===== config.mk =====
export PLATFORM = sky130hd
export DESIGN_NAME = mem_if_arb
export DESIGN_NICKNAME = d
export VERILOG_FILES = /design/src/rtl/mem_if_arb_pkg.sv /design/src/rtl/mem_if_arb_arb_rr.sv /design/src/rtl/mem_if_arb.sv
export SDC_FILE = /design/constraint.sdc
export NUM_CORES = 1
export LEC_CHECK = 0
export CAP_MARGIN = 15
export CORE_ASPECT_RATIO = 1.75
export CORE_MARGIN = 2
export CORE_UTILIZATION = 43
export CTS_BUF_LIST = sky130_fd_sc_hd__clkbuf_16
export DETAILED_ROUTE_END_ITERATION = 8
export GPL_ROUTABILITY_DRIVEN = 1
export HOLD_SLACK_MARGIN = 0.1
export PLACE_DENSITY = 0.88
export SETUP_SLACK_MARGIN = 0.3
export SYNTH_ARGS = -nofsm -noshare
export SYNTH_HDL_FRONTEND = slang
export SYNTH_HIERARCHICAL = 1
export SYNTH_SLANG_ARGS = --single-unit

===== constraint.sdc =====
create_clock -name clk_i -period 2.75 [get_ports clk_i]
set_input_delay 0.55 -clock clk_i [delete_from_list [all_inputs] [get_ports clk_i]]
set_output_delay 0.55 -clock clk_i [all_outputs]
set_load 0.02 [all_outputs]

===== src/rtl/mem_if_arb_pkg.sv =====
// Shared types for the multi-channel memory interface arbiter.
//   mem_trans_e      : bus transfer type (IDLE / NONSEQ)
//   mem_resp_e       : bus response (OKAY / ERROR)
//   arb_mode_e       : arbitration policy (fixed priority / round-robin)
//   mem_if_arb_state_e : bus-side state (no transfer / transfer in data phase)
package mem_if_arb_pkg;

  typedef enum logic {
    TransIdle   = 1'b0,
    TransNonseq = 1'b1
  } mem_trans_e;

  typedef enum logic {
    RespOkay  = 1'b0,
    RespError = 1'b1
  } mem_resp_e;

  // Alias kept so callers may write the older name for a good response.
  localparam mem_resp_e RespSuccess = RespOkay;

  typedef enum logic {
    ArbFixed = 1'b0,
    ArbRr    = 1'b1
  } arb_mode_e;

  typedef enum logic {
    StIdle = 1'b0,
    StData = 1'b1
  } mem_if_arb_state_e;

endpackage


===== src/rtl/mem_if_arb_arb_rr.sv =====
// Request arbiter: combinational grant with a registered round-robin pointer.
//   clk_i, rst_ni : clock, asynchronous active-low reset
//   en_i          : grant allowed this cycle (issue slot)
//   req_i         : per-channel requests
//   gnt_valid_o   : a grant is made this cycle
//   gnt_idx_o     : index of the granted channel
// In ArbFixed mode the pointer stays at zero, so the scan is lowest-index-first.
module mem_if_arb_arb_rr
  import mem_if_arb_pkg::*;
#(
  parameter int unsigned NumCh   = 2,
  parameter arb_mode_e   ArbMode = ArbFixed,
  parameter int unsigned IdxW    = (NumCh > 1) ? $clog2(NumCh) : 1
) (
  input  logic             clk_i,
  input  logic             rst_ni,
  input  logic             en_i,
  input  logic [NumCh-1:0] req_i,
  output logic             gnt_valid_o,
  output logic [IdxW-1:0]  gnt_idx_o
);

  logic [IdxW-1:0] ptr_q, ptr_d;
  logic [IdxW-1:0] cand;
  logic [IdxW-1:0] idx;
  logic            found;

  // Scan channels starting at the pointer, wrapping modulo NumCh.
  always_comb begin
    found = 1'b0;
    idx   = '0;
    cand  = '0;
    for (int unsigned k = 0; k < NumCh; k++) begin
      if (ArbMode == ArbRr) begin
        cand = IdxW'((32'(ptr_q) + k) % NumCh);
      end else begin
        cand = IdxW'(k);
      end
      if (!found && req_i[cand]) begin
        found = 1'b1;
        idx   = cand;
      end
    end
  end

  assign gnt_valid_o = en_i & found;
  assign gnt_idx_o   = idx;

  always_comb begin
    ptr_d = ptr_q;
    if (ArbMode == ArbRr && gnt_valid_o) begin
      ptr_d = IdxW'((32'(idx) + 1) % NumCh);
    end
  end

  always_ff @(posedge clk_i or negedge rst_ni) begin
    if (!rst_ni) begin
      ptr_q <= '0;
    end else begin
      ptr_q <= ptr_d;
    end
  end

endmodule


===== src/rtl/mem_if_arb.sv =====
// Multi-channel front end to a single-outstanding, address/data pipelined bus.
//   clk_i, rst_ni      : clock, asynchronous active-low reset
//   req_i/write_i      : per-channel request and write enable (req held until ready_o)
//   addr_i/wdata_i     : per-channel address and write data
//   ready_o/err_o      : per-channel completion pulse and error qualifier
//   rdata_o            : per-channel read data (live on completion, latched afterwards)
//   mem_ready_i/resp_i : bus ready and response
//   mem_rdata_i        : bus read data
//   mem_addr_o/trans_o/write_o : bus address phase
//   mem_wdata_o        : bus write data, driven during the data phase
module mem_if_arb
  import mem_if_arb_pkg::*;
#(
  parameter int unsigned DWidth  = 32,
  parameter int unsigned NumCh   = 2,
  parameter arb_mode_e   ArbMode = ArbFixed
) (
  input  logic                          clk_i,
  input  logic                          rst_ni,
  input  logic [NumCh-1:0]              req_i,
  input  logic [NumCh-1:0]              write_i,
  input  logic [NumCh-1:0][DWidth-1:0]  addr_i,
  input  logic [NumCh-1:0][DWidth-1:0]  wdata_i,
  output logic [NumCh-1:0]              ready_o,
  output logic [NumCh-1:0]              err_o,
  output logic [NumCh-1:0][DWidth-1:0]  rdata_o,
  input  logic                          mem_ready_i,
  input  logic                          mem_resp_i,
  input  logic [DWidth-1:0]             mem_rdata_i,
  output logic [DWidth-1:0]             mem_addr_o,
  output logic                          mem_trans_o,
  output logic                          mem_write_o,
  output logic [DWidth-1:0]             mem_wdata_o
);

  localparam int unsigned IdxW = (NumCh > 1) ? $clog2(NumCh) : 1;

  mem_if_arb_state_e              state_q, state_d;
  logic [IdxW-1:0]                owner_q, owner_d;
  logic                           write_q, write_d;
  logic [DWidth-1:0]              wdata_q, wdata_d;
  logic [DWidth-1:0]              addr_q, addr_d;
  logic [NumCh-1:0][DWidth-1:0]   rdata_q, rdata_d;

  logic            completing;
  logic            gnt_valid;
  logic [IdxW-1:0] gnt_idx;

  // A slot opens whenever the bus is ready: idle, or the data phase finishing.
  assign completing = (state_q == StData) && mem_ready_i;

  mem_if_arb_arb_rr #(
    .NumCh   (NumCh),
    .ArbMode (ArbMode),
    .IdxW    (IdxW)
  ) u_arb (
    .clk_i       (clk_i),
    .rst_ni      (rst_ni),
    .en_i        (mem_ready_i),
    .req_i       (req_i),
    .gnt_valid_o (gnt_valid),
    .gnt_idx_o   (gnt_idx)
  );

  always_comb begin
    state_d     = state_q;
    owner_d     = owner_q;
    write_d     = write_q;
    wdata_d     = wdata_q;
    addr_d      = addr_q;
    rdata_d     = rdata_q;
    rdata_o     = rdata_q;
    ready_o     = '0;
    err_o       = '0;
    mem_trans_o = TransIdle;
    mem_addr_o  = addr_q;  // holds the last issued address through wait states
    mem_write_o = 1'b0;

    if (completing) begin
      ready_o[owner_q] = 1'b1;
      err_o[owner_q]   = (mem_resp_i == RespError);
      if (!write_q) begin
        rdata_o[owner_q] = mem_rdata_i;
        rdata_d[owner_q] = mem_rdata_i;
      end
      state_d = StIdle;
    end

    // Completing owner may be re-granted here with its next request.
    if (gnt_valid) begin
      mem_trans_o = TransNonseq;
      mem_addr_o  = addr_i[gnt_idx];
      mem_write_o = write_i[gnt_idx];
      owner_d     = gnt_idx;
      write_d     = write_i[gnt_idx];
      wdata_d     = wdata_i[gnt_idx];
      addr_d      = addr_i[gnt_idx];
      state_d     = StData;
    end
  end

  assign mem_wdata_o = (state_q == StData) ? wdata_q : '0;

  always_ff @(posedge clk_i or negedge rst_ni) begin
    if (!rst_ni) begin
      state_q <= StIdle;
      owner_q <= '0;
      write_q <= 1'b0;
      wdata_q <= '0;
      addr_q  <= '0;
      rdata_q <= '0;
    end else begin
      state_q <= state_d;
      owner_q <= owner_d;
      write_q <= write_d;
      wdata_q <= wdata_d;
      addr_q  <= addr_d;
      rdata_q <= rdata_d;
    end
  end

endmodule


==> qor.txt, run 1 <==
outcome: finished, final reports clean
clock net sink count: 131
boundary pin count: 302
highest cell delay on the worst timing path: 0.40 ns
static power due to leakage: 0.00487 µW
initial antenna violation count: 0
number of cells after detailed placement: 948
Crit path max-delay family: buffers and inverters
fraction of the yosys area taken by sequential cells: 57.1%
number of violations of the max-capacitance limit: 0
cell area after layout: 0.0107 mm²
largest net degree at the start of global routing: 79
setup repair after global routing missed its margin: true
Synth area leaders: sky130_fd_sc_hd__dfrtp_1 (57%), sky130_fd_sc_hd__mux2i_1 (11%), sky130_fd_sc_hd__mux2_2 (11%), sky130_fd_sc_hd__a21oi_1 (5.7%), sky130_fd_sc_hd__nor2_1 (4.4%)
Crit. Startpoint: write_q
Period Utilization, post-route: 95.5%
synthesized area per cell: 12.2 µm²
core footprint: 0.0130 mm²
biggest area consumer among synthesized cells: sky130_fd_sc_hd__dfrtp_1
share of the core filled with cells in the final layout: 82.0%
number of register bits inferred by synthesis: 131
leading cell types in the layout, fill and taps excluded: sky130_fd_sc_hd__clkdlybuf4s50_1 (189), sky130_fd_sc_hd__dfrtp_1 (129), sky130_fd_sc_hd__buf_4 (74), sky130_fd_sc_hd__buf_6 (73), sky130_fd_sc_hd__nor2_1 (67)
detailed-route wire length per cell: 21.8 µm
Antenna Violating Nets Remaining: 0
Max Clock Skew: 0.00979 ns
number of standard-cell rows in the floorplan: 55
first-pass GRT wire length: 30900 µm
DRC marker count from the first detailed-route iteration: 239
Slew headroom: 54.0%
final weighted congestion of routability-driven global placement: 0.807
die width: 91.3 µm
floorplan die area: 0.0143 mm²
insertion delay to the later sink of the worst-skew pair: 0.41 ns
H-Tree Level Count: 4
critical path fanouts, max: 6
r2r setup slk: 0.90 ns
data arrival at the endpoint of the critical path: 2.08 ns
net count after synthesis: 639
number of DRC violations after detailed routing: 0
number of synthesis warnings: 6
r2r startpoint: write_q
initial standard-cell utilization of the core: 44.1%
final global-route overflow total: 0
Cell Chain, Critical Path: and4bb_2 > buf_6 > buf_16 > buf_12 > mux2_4 > buf_6
crit path capture: rdata_o[13]
via count of the first global-routing pass: 5653
count of fill cells added during filler insertion: 671
maximum vdd drop: 0.467 mV
First-pass DRT Iterations: 7
clock buffer count from CTS: 17
final number of setup-violating endpoints: 0
final hold vios: 0
FF+latch area: 0.00328 mm²
via-per-instance ratio: 5.19
post-synth design cell area: 0.00574 mm²
unique cell type count in the Yosys netlist: 22
Placed Instance Area: 0.00917 mm²
kind of capture point of the worst setup path: output pin
most common cell after layout, fill and taps aside: sky130_fd_sc_hd__clkdlybuf4s50_1
Slew Limit Fails: 0
achievable frequency: 381 MHz
Cell Pwr Density: 805 mW/mm²
hold crit path type: input pin to async pin
Max clock buf depth: 2
area of the multi-input gates: 0.00252 mm²
Buffers & Inverters on Critical Path: 4
total routing usage reported by global routing: 28.4%
terminus of the critical flop-to-flop path: rdata_q[7]
length in cells of the worst reg-to-reg path: 7
kind of start point of the critical path: register
cell seen most often among critical-path stages: sky130_fd_sc_hd__buf_6
fraction of final layout cells sized beyond drive strength 1: 36.8%
final non-filler cell total: 1040
data required time at the worst endpoint: 2.20 ns
Vert. Die Dim: 157 µm
Cells after Synth: 471
slew at the pin closest to its max-slew limit: 0.691 ns
CTS tree: done
fraction of synthesized cell area taken by the top area cell type: 57.1%
count of input and output buffers: 301
number of nets at the end of the flow: 1023
CP max stage cell: sky130_fd_sc_hd__dfrtp_1
root cell of the clock tree: sky130_fd_sc_hd__clkbuf_16
total wire length: 22600 µm
final critical delay including setup and external delays: 2.63 ns
Levels on crit path: 6
tightest hold margin: 0.141 ns
Clock Pin Slew Worst Setup and Hold Paths: 0.07 ns
detailed placer's ending HPWL: 13500 µm
critical path start-end classification: register to output pin
Layout area overhead: 85.8%
DR vias: 5395
## state kept, by name (all words and copies together), names as in the netlist
name,cells
rdata_q,64
addr_q,32
wdata_q,32
owner_q,1
state_q,1
write_q,1
## cells in the mapped netlist
cell type                    n
sky130_fd_sc_hd__buf_1       3
sky130_fd_sc_hd__buf_2       7
sky130_fd_sc_hd__and2_1     32
sky130_fd_sc_hd__a21o_1      1
sky130_fd_sc_hd__nand2_1     1
sky130_fd_sc_hd__mux2_4      9
sky130_fd_sc_hd__inv_1       2
sky130_fd_sc_hd__buf_6       4
sky130_fd_sc_hd__mux2_2     55
sky130_fd_sc_hd__clkbuf_1   14
sky130_fd_sc_hd__and4bb_1    1
sky130_fd_sc_hd__o21ai_0     1
sky130_fd_sc_hd__dfrtp_1   131
sky130_fd_sc_hd__and3_1      2
sky130_fd_sc_hd__nand4b_2    1
sky130_fd_sc_hd__mux2i_1    65
sky130_fd_sc_hd__nand3_1     1
sky130_fd_sc_hd__buf_4       6
sky130_fd_sc_hd__nor2_1     67
sky130_fd_sc_hd__nor2b_1     2
sky130_fd_sc_hd__o21a_1      1
sky130_fd_sc_hd__a21oi_1    65
## timing repair
item | CTS | global route
hold buffers | 0 | 0
cloned | 6 | 1
gates resized for setup | 482 | 140
endpoints found under the setup margin | 134 | 124
pin swaps | 3 | 2
endpoints found under the hold margin | 0 | 0
buffers inserted | 23 | 29
## stage by stage
stage / setup WS (ns) / TNS [ns] / power, µW
finish: 0.125 / 0 / 8580
global route: 0.0885 / 0 / 8870
floorplan: 0.468 / 0 / 4020
CTS: 0.189 / 0 / 7840
detailed placement: -0.337 / -25.98 / 5580
global placement: -0.334 / -22.55 / 5480
## logic make-up after synthesis
logic type,Yosys count,synth area share (%)
mux,129,24.5
compound gates,68,6.02
flops,131,57.1
simple gates,107,8.94
buf+inv,36,3.42
## per-layer routing
layer  share of wire [%]  global-route usage (%)
met5                   0                       0
met4                 3.8                    13.4
met3                 5.4                    6.60
met2                  56                    53.7
met1                  34                    29.2
## where the power goes
group | switching (µW) | internal, µW
Clock | 972 | 1290
Sequential | 221 | 2430
Combinational | 1720 | 1960
## area by class of cell
cell class | count | area share, %
clock inverter | 15 | 1.51
antenna | 1 | 0.0235
timing repair buffer | 399 | 38.0
sequential | 131 | 30.8
clock buffer | 17 | 3.99
tap | 171 | 2.01
multi-input combinational | 304 | 23.7
inverter | 2 | 0.0704
## worst reg2reg max path, cell delays in order (launching register included)
cell                       delay [ns]
sky130_fd_sc_hd__dfrtp_1         0.40
sky130_fd_sc_hd__and4bb_2        0.40
sky130_fd_sc_hd__buf_6           0.15
sky130_fd_sc_hd__buf_12          0.10
sky130_fd_sc_hd__buf_16          0.13
sky130_fd_sc_hd__mux2_4          0.31
sky130_fd_sc_hd__buf_4           0.13
sky130_fd_sc_hd__buf_4           0.13
## how the worst min path moves through the flow
stage / slack [ns] / endpoint / cells past startpoint
floorplan: 0.25 / addr_q[0] / 0
global placement: 0.48 / rdata_q[9] / 1
global route: 0.19 / rdata_q[4] / 2
finish: 0.14 / rdata_q[39] / 2
detailed placement: 0.48 / rdata_q[10] / 1
CTS: 0.16 / rdata_q[35] / 2
(Power assumes the default switching activity.)
==> inputs of run 2 (changes only) <==
Settings changed: SLEW_MARGIN from default to 20.
==> results of run 2 <==
The final DEF is identical to that of run 1; final timing and power are the same.
